**src/rtl/ps2_pkg.sv**
```systemverilog
// Shared types and constants for the PS/2 scan-code event decoder.
package ps2_pkg;

   typedef enum logic [2:0] {
      ST_IDLE    = 3'd0,
      ST_EXT     = 3'd1,
      ST_BRK     = 3'd2,
      ST_EXT_BRK = 3'd3,
      ST_SKIP    = 3'd4
   } ps2_state_e;

   localparam logic [7:0] PFX_E0 = 8'hE0;
   localparam logic [7:0] PFX_F0 = 8'hF0;
   localparam logic [7:0] PFX_E1 = 8'hE1;

   localparam logic [7:0] KEY_LSHIFT = 8'h12;
   localparam logic [7:0] KEY_RSHIFT = 8'h59;
   localparam logic [7:0] KEY_CTRL   = 8'h14;
   localparam logic [7:0] KEY_ALT    = 8'h11;
   localparam logic [7:0] KEY_CAPS   = 8'h58;

   localparam int MOD_CAPS  = 0;
   localparam int MOD_SHIFT = 1;
   localparam int MOD_CTRL  = 2;
   localparam int MOD_ALT   = 3;

   typedef struct packed {
      logic       ext;
      logic       brk;
      logic       rep;
      logic [3:0] mods;
      logic [7:0] code;
      logic [7:0] ascii;
   } key_event_t;

   // US-layout shifted digit row
   function automatic logic [7:0] shift_digit(input logic [7:0] d);
      case (d)
         8'h30:   return 8'h29;
         8'h31:   return 8'h21;
         8'h32:   return 8'h40;
         8'h33:   return 8'h23;
         8'h34:   return 8'h24;
         8'h35:   return 8'h25;
         8'h36:   return 8'h5E;
         8'h37:   return 8'h26;
         8'h38:   return 8'h2A;
         8'h39:   return 8'h28;
         default: return d;
      endcase
   endfunction

endpackage

```
**src/rtl/ps2_ascii_map.sv**
```systemverilog
// Scan-code set 2 to base (unshifted, lower-case) ASCII; 0 for keys without a character.
module ps2_ascii_map
   import ps2_pkg::*;
(
   input  logic [7:0] code_i,
   output logic [7:0] ascii_o
);

   always_comb begin
      ascii_o = 8'h00;
      case (code_i)
         8'h1C: ascii_o = 8'h61;  8'h32: ascii_o = 8'h62;  8'h21: ascii_o = 8'h63;
         8'h23: ascii_o = 8'h64;  8'h24: ascii_o = 8'h65;  8'h2B: ascii_o = 8'h66;
         8'h34: ascii_o = 8'h67;  8'h33: ascii_o = 8'h68;  8'h43: ascii_o = 8'h69;
         8'h3B: ascii_o = 8'h6A;  8'h42: ascii_o = 8'h6B;  8'h4B: ascii_o = 8'h6C;
         8'h3A: ascii_o = 8'h6D;  8'h31: ascii_o = 8'h6E;  8'h44: ascii_o = 8'h6F;
         8'h4D: ascii_o = 8'h70;  8'h15: ascii_o = 8'h71;  8'h2D: ascii_o = 8'h72;
         8'h1B: ascii_o = 8'h73;  8'h2C: ascii_o = 8'h74;  8'h3C: ascii_o = 8'h75;
         8'h2A: ascii_o = 8'h76;  8'h1D: ascii_o = 8'h77;  8'h22: ascii_o = 8'h78;
         8'h35: ascii_o = 8'h79;  8'h1A: ascii_o = 8'h7A;
         8'h45: ascii_o = 8'h30;  8'h16: ascii_o = 8'h31;  8'h1E: ascii_o = 8'h32;
         8'h26: ascii_o = 8'h33;  8'h25: ascii_o = 8'h34;  8'h2E: ascii_o = 8'h35;
         8'h36: ascii_o = 8'h36;  8'h3D: ascii_o = 8'h37;  8'h3E: ascii_o = 8'h38;
         8'h46: ascii_o = 8'h39;
         8'h29: ascii_o = 8'h20;  8'h5A: ascii_o = 8'h0D;  8'h66: ascii_o = 8'h08;
         8'h0D: ascii_o = 8'h09;  8'h76: ascii_o = 8'h1B;  8'h4E: ascii_o = 8'h2D;
         8'h55: ascii_o = 8'h3D;  8'h54: ascii_o = 8'h5B;  8'h5B: ascii_o = 8'h5D;
         8'h4C: ascii_o = 8'h3B;  8'h52: ascii_o = 8'h27;  8'h41: ascii_o = 8'h2C;
         8'h49: ascii_o = 8'h2E;  8'h4A: ascii_o = 8'h2F;  8'h0E: ascii_o = 8'h60;
         8'h5D: ascii_o = 8'h5C;
         default: ascii_o = 8'h00;
      endcase
   end

endmodule

```
**src/rtl/ps2_key_event_decoder.sv**
```systemverilog
// PS/2 scan-code stream -> key events (prefix FSM, modifiers, ASCII) queued in a FWFT FIFO.
// KEY_REPEAT_FILTER_EN: when defined, typematic repeats are silently dropped.
module ps2_key_event_decoder
   import ps2_pkg::*;
#(
   parameter int FIFO_DEPTH = 8,
   parameter int CNT_W      = 8,
   parameter bit EMIT_BREAK = 1'b0
) (
   input  logic             clk,
   input  logic             rst,
   input  logic             in_valid,
   input  logic [7:0]       in_data,
   output logic             out_valid,
   input  logic             out_ready,
   output logic [7:0]       out_code,
   output logic             out_ext,
   output logic             out_break,
   output logic             out_repeat,
   output logic [7:0]       out_ascii,
   output logic [3:0]       out_mods,
   output logic             caps_lock,
   output logic [CNT_W-1:0] press_count,
   output logic             overflow
);

`ifdef KEY_REPEAT_FILTER_EN
   localparam bit FILTER_EN = 1'b1;
`else
   localparam bit FILTER_EN = 1'b0;
`endif
   localparam int AW = $clog2(FIFO_DEPTH);
   localparam logic [AW:0]      PTR_ONE = {{AW{1'b0}}, 1'b1};
   localparam logic [CNT_W-1:0] CNT_ONE = {{(CNT_W-1){1'b0}}, 1'b1};

   ps2_state_e       state_q, state_d;
   logic [2:0]       skip_q, skip_d;
   logic             lshift_q, rshift_q, lctrl_q, rctrl_q, lalt_q, ralt_q, caps_q;
   logic             held_vld_q;
   logic [8:0]       held_q;
   logic [CNT_W-1:0] cnt_q;
   logic             ovf_q;
   key_event_t       mem_q [FIFO_DEPTH];
   logic [AW:0]      wr_q, rd_q;

   logic       done, ev_ext, ev_brk, is_make, is_rep, shift, ctrl, alt;
   logic       update, push, pop, full, empty, push_ok;
   logic [8:0] key;
   logic [7:0] base, ev_ascii;
   key_event_t ev, head;

   always_comb begin
      state_d = state_q;
      skip_d  = skip_q;
      done    = 1'b0;
      ev_ext  = 1'b0;
      ev_brk  = 1'b0;
      if (in_valid) begin
         case (state_q)
            ST_IDLE: begin
               if (in_data == PFX_E0)      state_d = ST_EXT;
               else if (in_data == PFX_F0) state_d = ST_BRK;
               else if (in_data == PFX_E1) begin
                  state_d = ST_SKIP;
                  skip_d  = 3'd7;
               end else done = 1'b1;
            end
            ST_EXT: begin
               if (in_data == PFX_F0) state_d = ST_EXT_BRK;
               else begin
                  done    = 1'b1;
                  ev_ext  = 1'b1;
                  state_d = ST_IDLE;
               end
            end
            ST_BRK: begin
               done    = 1'b1;
               ev_brk  = 1'b1;
               state_d = ST_IDLE;
            end
            ST_EXT_BRK: begin
               done    = 1'b1;
               ev_ext  = 1'b1;
               ev_brk  = 1'b1;
               state_d = ST_IDLE;
            end
            ST_SKIP: begin
               skip_d = skip_q - 3'd1;
               if (skip_q == 3'd1) state_d = ST_IDLE;
            end
            default: state_d = ST_IDLE;
         endcase
      end
   end

   ps2_ascii_map u_map (.code_i(in_data), .ascii_o(base));

   assign key     = {ev_ext, in_data};
   assign is_make = done && !ev_brk;
   assign is_rep  = is_make && held_vld_q && (held_q == key);
   assign shift   = lshift_q | rshift_q;
   assign ctrl    = lctrl_q | rctrl_q;
   assign alt     = lalt_q | ralt_q;

   // Letters: ctrl folds to control codes, otherwise case follows caps XOR shift
   always_comb begin
      ev_ascii = 8'h00;
      if (is_make && !ev_ext) begin
         if (base >= 8'h61 && base <= 8'h7A) begin
            if (ctrl)                ev_ascii = base & 8'h1F;
            else if (caps_q ^ shift) ev_ascii = base - 8'h20;
            else                     ev_ascii = base;
         end else if (shift && base >= 8'h30 && base <= 8'h39) begin
            ev_ascii = shift_digit(base);
         end else begin
            ev_ascii = base;
         end
      end
   end

   always_comb begin
      ev                 = '0;
      ev.ext             = ev_ext;
      ev.brk             = ev_brk;
      ev.rep             = is_rep;
      ev.mods[MOD_ALT]   = alt;
      ev.mods[MOD_CTRL]  = ctrl;
      ev.mods[MOD_SHIFT] = shift;
      ev.mods[MOD_CAPS]  = caps_q;
      ev.code            = in_data;
      ev.ascii           = ev_ascii;
   end

   assign update  = done && !(FILTER_EN && is_rep);
   assign push    = update && (!ev_brk || EMIT_BREAK);
   assign empty   = (wr_q == rd_q);
   assign full    = (wr_q[AW] != rd_q[AW]) && (wr_q[AW-1:0] == rd_q[AW-1:0]);
   assign pop     = !empty && out_ready;
   assign push_ok = push && (!full || pop);

   always_ff @(posedge clk) begin
      if (rst) begin
         state_q    <= ST_IDLE;
         skip_q     <= 3'd0;
         lshift_q   <= 1'b0;
         rshift_q   <= 1'b0;
         lctrl_q    <= 1'b0;
         rctrl_q    <= 1'b0;
         lalt_q     <= 1'b0;
         ralt_q     <= 1'b0;
         caps_q     <= 1'b0;
         held_vld_q <= 1'b0;
         held_q     <= 9'd0;
         cnt_q      <= '0;
         ovf_q      <= 1'b0;
         wr_q       <= '0;
         rd_q       <= '0;
      end else begin
         state_q <= state_d;
         skip_q  <= skip_d;
         if (update) begin
            if (key == {1'b0, KEY_LSHIFT}) lshift_q <= !ev_brk;
            if (key == {1'b0, KEY_RSHIFT}) rshift_q <= !ev_brk;
            if (key == {1'b0, KEY_CTRL})   lctrl_q  <= !ev_brk;
            if (key == {1'b1, KEY_CTRL})   rctrl_q  <= !ev_brk;
            if (key == {1'b0, KEY_ALT})    lalt_q   <= !ev_brk;
            if (key == {1'b1, KEY_ALT})    ralt_q   <= !ev_brk;
            if (is_make) begin
               held_q     <= key;
               held_vld_q <= 1'b1;
            end else if (held_vld_q && held_q == key) begin
               held_vld_q <= 1'b0;
            end
         end
         if (is_make && !is_rep) begin
            cnt_q <= cnt_q + CNT_ONE;
            if (key == {1'b0, KEY_CAPS}) caps_q <= !caps_q;
         end
         if (push && !push_ok) ovf_q <= 1'b1;
         if (push_ok) wr_q <= wr_q + PTR_ONE;
         if (pop)     rd_q <= rd_q + PTR_ONE;
      end
   end

   always_ff @(posedge clk) begin
      if (push_ok) mem_q[wr_q[AW-1:0]] <= ev;
   end

   assign head        = empty ? '0 : mem_q[rd_q[AW-1:0]];
   assign out_valid   = !empty;
   assign out_code    = head.code;
   assign out_ext     = head.ext;
   assign out_break   = head.brk;
   assign out_repeat  = head.rep;
   assign out_ascii   = head.ascii;
   assign out_mods    = head.mods;
   assign caps_lock   = caps_q;
   assign press_count = cnt_q;
   assign overflow    = ovf_q;

endmodule
```
**config.mk**
```make
export PLATFORM = sky130hd
export DESIGN_NAME = ps2_key_event_decoder
export DESIGN_NICKNAME = d
export VERILOG_FILES = /design/src/rtl/ps2_pkg.sv /design/src/rtl/ps2_ascii_map.sv /design/src/rtl/ps2_key_event_decoder.sv
export SDC_FILE = /design/constraint.sdc
export NUM_CORES = 1
export LEC_CHECK = 0
export BUFFER_PORTS_ARGS = -buffer_cell sky130_fd_sc_hd__buf_2
export CORE_MARGIN = 2
export CORE_UTILIZATION = 56
export CTS_BUF_LIST = sky130_fd_sc_hd__clkbuf_16
export DETAILED_ROUTE_END_ITERATION = 8
export PLACE_DENSITY = 0.72
export SLEW_MARGIN = 10
export SYNTH_ARGS = -nofsm -noshare
export SYNTH_HDL_FRONTEND = slang
export SYNTH_SLANG_ARGS = --single-unit
```
**constraint.sdc**
```tcl
create_clock -name clk -period 6.1 [get_ports clk]
set_input_delay 0.305 -clock clk [delete_from_list [all_inputs] [get_ports clk]]
set_output_delay 0.305 -clock clk [all_outputs]
set_load 0.005 [all_outputs]
```
After elaboration in Yosys (flattened, before gate mapping). Memory sizes are Yosys's and may differ from the RTL's. A register that Yosys moved wholly into a read port is not among the register bits. Cells that the tools add are included.

Logic and storage cells: 134. Memories: 2. Output and inout port bits: 34. RAM bits: 184. ROM bits: 896. Bits of input ports: 12. Register bits: 40.

Eq/ne operators: 34. Order comparisons: 4. Muxes and demuxes: 34. Reduce and logical (&&, ||, !) cells: 36. Add/sub/neg operators: 5. Bitwise operators: 4.

Memory list: (no name shown) (words 128, width 7, read ports 1, clocked after memory_dff 0, write ports 0, line ps2_ascii_map.sv:11) `case (code_i)`; mem_q (words 8, width 23, read ports 1, clocked after memory_dff 1, write ports 1, line ps2_key_event_decoder.sv:43) `key_event_t mem_q [FIFO_DEPTH];`.

Operators with widths (number): 8-bit by 6-bit equality test with 1-bit output (second input constant) (10); 8-bit case mux with 10 select lines (1); 8-bit 2-to-1 mux (6); 9-bit by 5-bit equality test with 1-bit output (second input constant) (3); 3-bit 2-to-1 mux (9); 8-bit equality test (second input constant) (3); 23-bit 2-to-1 mux (1); 9-bit by 7-bit equality test with 1-bit output (second input constant) (2); 9-bit equality test (second input constant) (2); 2-bit AND reduction (9); 1-bit logical AND (13); 1-bit 2-to-1 mux (12); 9-bit equality test (1); 3-bit case mux with 3 select lines (1); 4-bit by 1-bit adder with 4-bit output (second input constant) (2); 8-bit by 1-bit adder with 8-bit output (second input constant) (1); 8-bit by 6-bit greater-or-equal comparator with 1-bit output (second input constant) (1); 8-bit by 7-bit greater-or-equal comparator with 1-bit output (second input constant) (1); 8-bit by 6-bit <= comparator with 1-bit output (second input constant) (1); 8-bit by 7-bit <= comparator with 1-bit output (second input constant) (1); 2-bit inequality test (second input constant) (4); 8-bit by 6-bit subtractor with 8-bit output (second input constant) (1); 1-bit logical NOT (7); 3-bit by 1-bit equality test with 1-bit output (second input constant) (2); other kinds (19) (23).

Depth between registers and ports, before layout.
Depth in word-level cells: 12. Gate-level depth with buffers: 13. Depth with buffers taken out: 12.

Cells and area by module. Synthesis repeated with hierarchy kept, for this count alone.

Cell total of the unflattened synthesis: 779. Area, all modules: 10596.4 µm².

By module, submodules not included: ps2_key_event_decoder (area an instance 9590.4 µm², cells each 616, instances 1, seq. area each 6386.1 µm²); ps2_ascii_map (area an instance 1006.0 µm², cells each 163, instances 1, seq. area each 0.0 µm²).

Worst setup path before layout. Ideal clock, no wire load.

Path type: input-to-reg. Start: input in_data[1]. End: memory mem_q[0][0] (netlist bit) (enable). Setup slack: 1.980 ns. Setup time: 0.432 ns. Arrival: 3.688 ns. Stages: 10. Path buffers: 2. Data required time: 5.668 ns. Path through: buf_6 inv_1 ha_1 clkbuf_1 nor2b_1 o211ai_1 a22oi_1 nor3_1 nand2b_1 nor3_1.

Cells in the longest elaborated chain, start to end: 10. Elaborated cells between the ends (all ways): 13. Those cells by class: eq/ne: 3; mux: 8; reduce/logical: 2.

RTL lines: start, declared (line ps2_key_event_decoder.sv:13) `input logic [7:0] in_data,`; 8-bit equality test (line ps2_key_event_decoder.sv:63) `else if (in_data == PFX_E1) begin`; 1-bit 2-to-1 mux (line ps2_key_event_decoder.sv:63); 1-bit 2-to-1 mux (line ps2_key_event_decoder.sv:62) `else if (in_data == PFX_F0) state_d = ST_BRK;`; 1-bit 2-to-1 mux (line ps2_key_event_decoder.sv:61) `if (in_data == PFX_E0) state_d = ST_EXT;`; 1-bit case mux with 3 select lines * (line ps2_key_event_decoder.sv:59) `case (state_q)`; 1-bit 2-to-1 mux * (line ps2_key_event_decoder.sv:58) `if (in_valid) begin`; 1-bit logical AND * (line ps2_key_event_decoder.sv:135) `assign push = update && (!ev_brk || EMIT_BREAK);`; 1-bit logical AND * (line ps2_key_event_decoder.sv:139) `assign push_ok = push && (!full || pop);`; 1-bit 2-to-1 mux * (line ps2_key_event_decoder.sv:186) `if (push_ok) mem_q[wr_q[AW-1:0]] <= ev;`; 1-bit 2-to-1 mux (not written as such) * (line ps2_key_event_decoder.sv:186); end, declared (line ps2_key_event_decoder.sv:43).

Every way passes the cells marked *; elsewhere a longest branch is shown, timed or not.

Worst setup path after layout.
Start: input in_data[0]. End: memory mem_q[0][3] (netlist bit) (data pin).

Cells in the longest elaborated chain, start to end: 9. Elaborated cells between the ends (all ways): 40. Those cells by class: add/sub: 1; order compare: 4; eq/ne: 13; mux: 15; reduce/logical: 6; memory: 1.

RTL lines: branches (longest 8 deep; another with 8-bit by 6-bit subtractor with 8-bit output); 8-bit 2-to-1 mux * (line ps2_key_event_decoder.sv:108) `if (is_make && !ev_ext) begin`; via ev_ascii[3] (line ps2_key_event_decoder.sv:49) `logic [7:0] base, ev_ascii;`.

Mark *: on every way through the listed nets, which the timed path passes.

==> impl_metrics.env <==
export IMPL_status="complete, no violations"
export IMPL_cts_tree="built"
export IMPL_num_vias=6540
export IMPL_crit_path_cell_trace="buf_2 -> inv_1 -> ha_1 -> mux2i_1 -> o21ai_0 -> o21ai_0 -> o31ai_1 -> or2_1 -> o211ai_1 -> a311oi_1"
export IMPL_grt_util_all_layers_pct=23.87
export IMPL_slew_violations=0
export IMPL_path_max_fanout=17
export IMPL_r2r_setup_slack_ns=2.93
export IMPL_hpwl_um=14420
export IMPL_worst_setup_path_end_kind="flop"
export IMPL_dieArea_um2=19910
export IMPL_critPathLaunch="in_data[0]"
export IMPL_grt_ovfl_total=0
export IMPL_place_congestion=0.9082
export IMPL_synth_flop_cell="edfxtp_1"
export IMPL_grt_pass1_vias=6663
export IMPL_cap_violations=0
export IMPL_worst_setup_path_type="input pin to flop"
export IMPL_syn_inst=769
export IMPL_powerDensity_nw_per_um2=326.5
export IMPL_antenna_left=0
export IMPL_max_freq_mhz=251.7
export IMPL_finalCritPeriodShare_pct=65.13
export IMPL_layout_drive_gt1_share_pct=20.29
export IMPL_startpoint_type="input pin"
export IMPL_drt_first_pass_iters=6
export IMPL_synth_warnings=0
export IMPL_finalClockSkew_ns=0.008723
export IMPL_io_pins=46
export IMPL_die_w_um=141.1
export IMPL_clock_latency_ns=0.51
export IMPL_h_tree_depth=1
export IMPL_async_reset_ff_share_pct=0
export IMPL_ctsResizeCount=0
export IMPL_power_leakage_uw=0.004013
export IMPL_netlist_area_um2=10520
export IMPL_yosysSeqAreaShare_pct=60.68
export IMPL_nets=833
export IMPL_slowest_delay_ns=0.98
export IMPL_grt_max_degree=55
export IMPL_rsz0062_at_grt="no"
export IMPL_dpl_cell_count=1014
export IMPL_synth_seq_cells=227
export IMPL_setup_tns_ns=0
export IMPL_fin_crit_ns=3.973
export IMPL_max_slew_margin_rel_pct=23.21
export IMPL_num_antenna_cells=0
export IMPL_io_buffers=45
export IMPL_clock_sinks=227
export IMPL_clkTransAtPathRegs_ns=0.06
export IMPL_syn_nets=796
export IMPL_grt_pass1_wl_um=36800
export IMPL_vdd_drop_max_uv=192.0
export IMPL_final_cell_count_no_fill=1057
export IMPL_cp_arrival_ns=4.13
export IMPL_hold_path_class="input pin to flop"
export IMPL_via_per_inst=6.187
export IMPL_die_h_um=141.1
export IMPL_avgSynthCellArea_um2=13.69
export IMPL_hold_viol=0
export IMPL_crit_buf_inv=2
export IMPL_drc=0
export IMPL_cp_top_family="compound AO/OA/AOI/OAI gates"
export IMPL_worst_path_most_repeated_cell="o21ai_0"
export IMPL_cts_max_path_buffers=3
export IMPL_area_delta_synth_final_pct=11.18
export IMPL_wl_per_cell_um=21.83
export IMPL_postRouteWirelength_um=23080
export IMPL_core_area_um2=18580
export IMPL_crit_required_ns=6.26
export IMPL_num_rows=50
export IMPL_setup_viol=0
export IMPL_initial_core_util_pct=56.64
export IMPL_drtIter0Drc=544
export IMPL_clockRootBuffer="clkbuf_16"
export IMPL_hp_start="out_ready"
export IMPL_critPathSlowestCell="a311oi_1"
export IMPL_grt_antenna_before_repair=0
export IMPL_tightest_slew_ns=1.147
export IMPL_numCtsBuffers=24
export IMPL_cts_setup_buffers=0
export IMPL_synth_distinct_cells=73
export IMPL_synth_edf_count=184
export IMPL_cts_hold_buf=0
export IMPL_r2r_start="state_q[2]"
final cells by class:
cell class	count	area, um^2
Sequential cell	227	6389
Fill cell	1350	6880
Inverter	18	67.56
Clock inverter	18	167.7
Timing Repair Buffer	56	307.8
Clock buffer	25	625.6
Multi-Input combinational cell	479	3850
Tap cell	234	292.8
cells in the final DEF, fill, tap and decap left out, types with 9 or more instances in the layout:
cell type	count
edfxtp_1	184
nor2_1	91
mux4_2	46
buf_2	45
dfxtp_1	41
nand2_1	38
a21oi_1	34
mux2i_1	34
clkbuf_16	25
o21ai_0	22
inv_1	19
xnor2_1	18
nor3_1	15
ha_1	15
nor2b_1	12
buf_4	11
nand2b_1	10
nand3_1	10
xor2_1	9
worst paths after layout:
| check | cells past startpoint | to |
|---|---|---|
| setup reg to reg | 6 | mem_q[7][15] |
| hold / removal | 4 | overflow |
| hold reg to reg | 2 | overflow |
| setup / recovery | 10 | mem_q[0][3] |
state kept, by name, indices dropped and copies added, names as in the netlist, 3 cells and up, named ones only:
name	flops
held_q	9
wr_q	4
state_q	3
mem_q	184
rd_q	4
skip_q	3
press_count	8
per-layer routing:
metal / vias up / global-route usage, % / part of all wire, % / wire length (um)
met2: 222 / 40.88 / 51 / 11750
met1: 3266 / 32.76 / 42 / 9667
li1: 3000 / - / - / -
met3: 52 / 2.853 / 5.0 / 1150
met5: - / 0 / 0 / 0
met4: 0 / 6.421 / 2.2 / 504
per-stage QoR:
stage,hold WS [ns],setup slack (ns),cell area [um^2],utilization (%),power [uW]
final,0.1966,2.127,11700,62.97,3820
after global routing,0.2173,1.693,11700,62.97,3965
after CTS,0.1928,2.236,11700,62.97,3855
after detailed placement,0.4533,1.771,10910,58.70,2414
after global placement,0.4552,1.953,10910,58.70,2400
after floorplan,0.4039,1.980,10520,-,2222
cell usage after synthesis (all sizes together) (9+ instances only):
| master | number | area share [%] |
|---|---|---|
| nand2b | 10 | 0.59 |
| nor2 | 97 | 3.5 |
| dfxtp | 43 | 8.2 |
| edfxtp | 184 | 53 |
| mux4 | 46 | 9.8 |
| nor3 | 18 | 0.90 |
| mux2i | 34 | 3.2 |
| a21oi | 34 | 1.6 |
| ha | 15 | 1.8 |
| xnor2 | 19 | 1.7 |
| xor2 | 9 | 0.75 |
| clkbuf | 16 | 0.57 |
| nand2 | 38 | 1.4 |
| inv | 17 | 0.61 |
| o21ai | 23 | 1.1 |
| nand3 | 11 | 0.57 |
| buf | 29 | 1.8 |
| nor2b | 13 | 0.77 |
worst min-delay path: stages:
cell and delay, ns:
buf_2 0.10, nor3_1 0.07, a21oi_1 0.14, nor2_1 0.04
report_power, final:
| part | internal, uW | total (uW) | switching (uW) | leakage, uW |
|---|---|---|---|---|
| logic | 276 | 616 | 340 | 0.00153 |
| clock network | 868 | 1450 | 578 | 0.000390 |
| registers | 1720 | 1760 | 36.1 | 0.00209 |
logic make-up (layout without fill, tap and decap cells):
| group | after synthesis | count (layout) | share of synthesized area (%) |
|---|---|---|---|
| buffers and inverters | 63 | 117 | 2.996 |
| and+or+nand+nor | 231 | 231 | 10.64 |
| adders and majority gates | 15 | 15 | 1.783 |
| AOI/OAI and AO/OA | 125 | 125 | 8.418 |
| muxes | 80 | 80 | 13.08 |
| xor gates and xnor gates | 28 | 28 | 2.402 |
| DFF | 227 | 227 | 60.68 |
No activity file was read; power rests on OpenSTA's default activity.
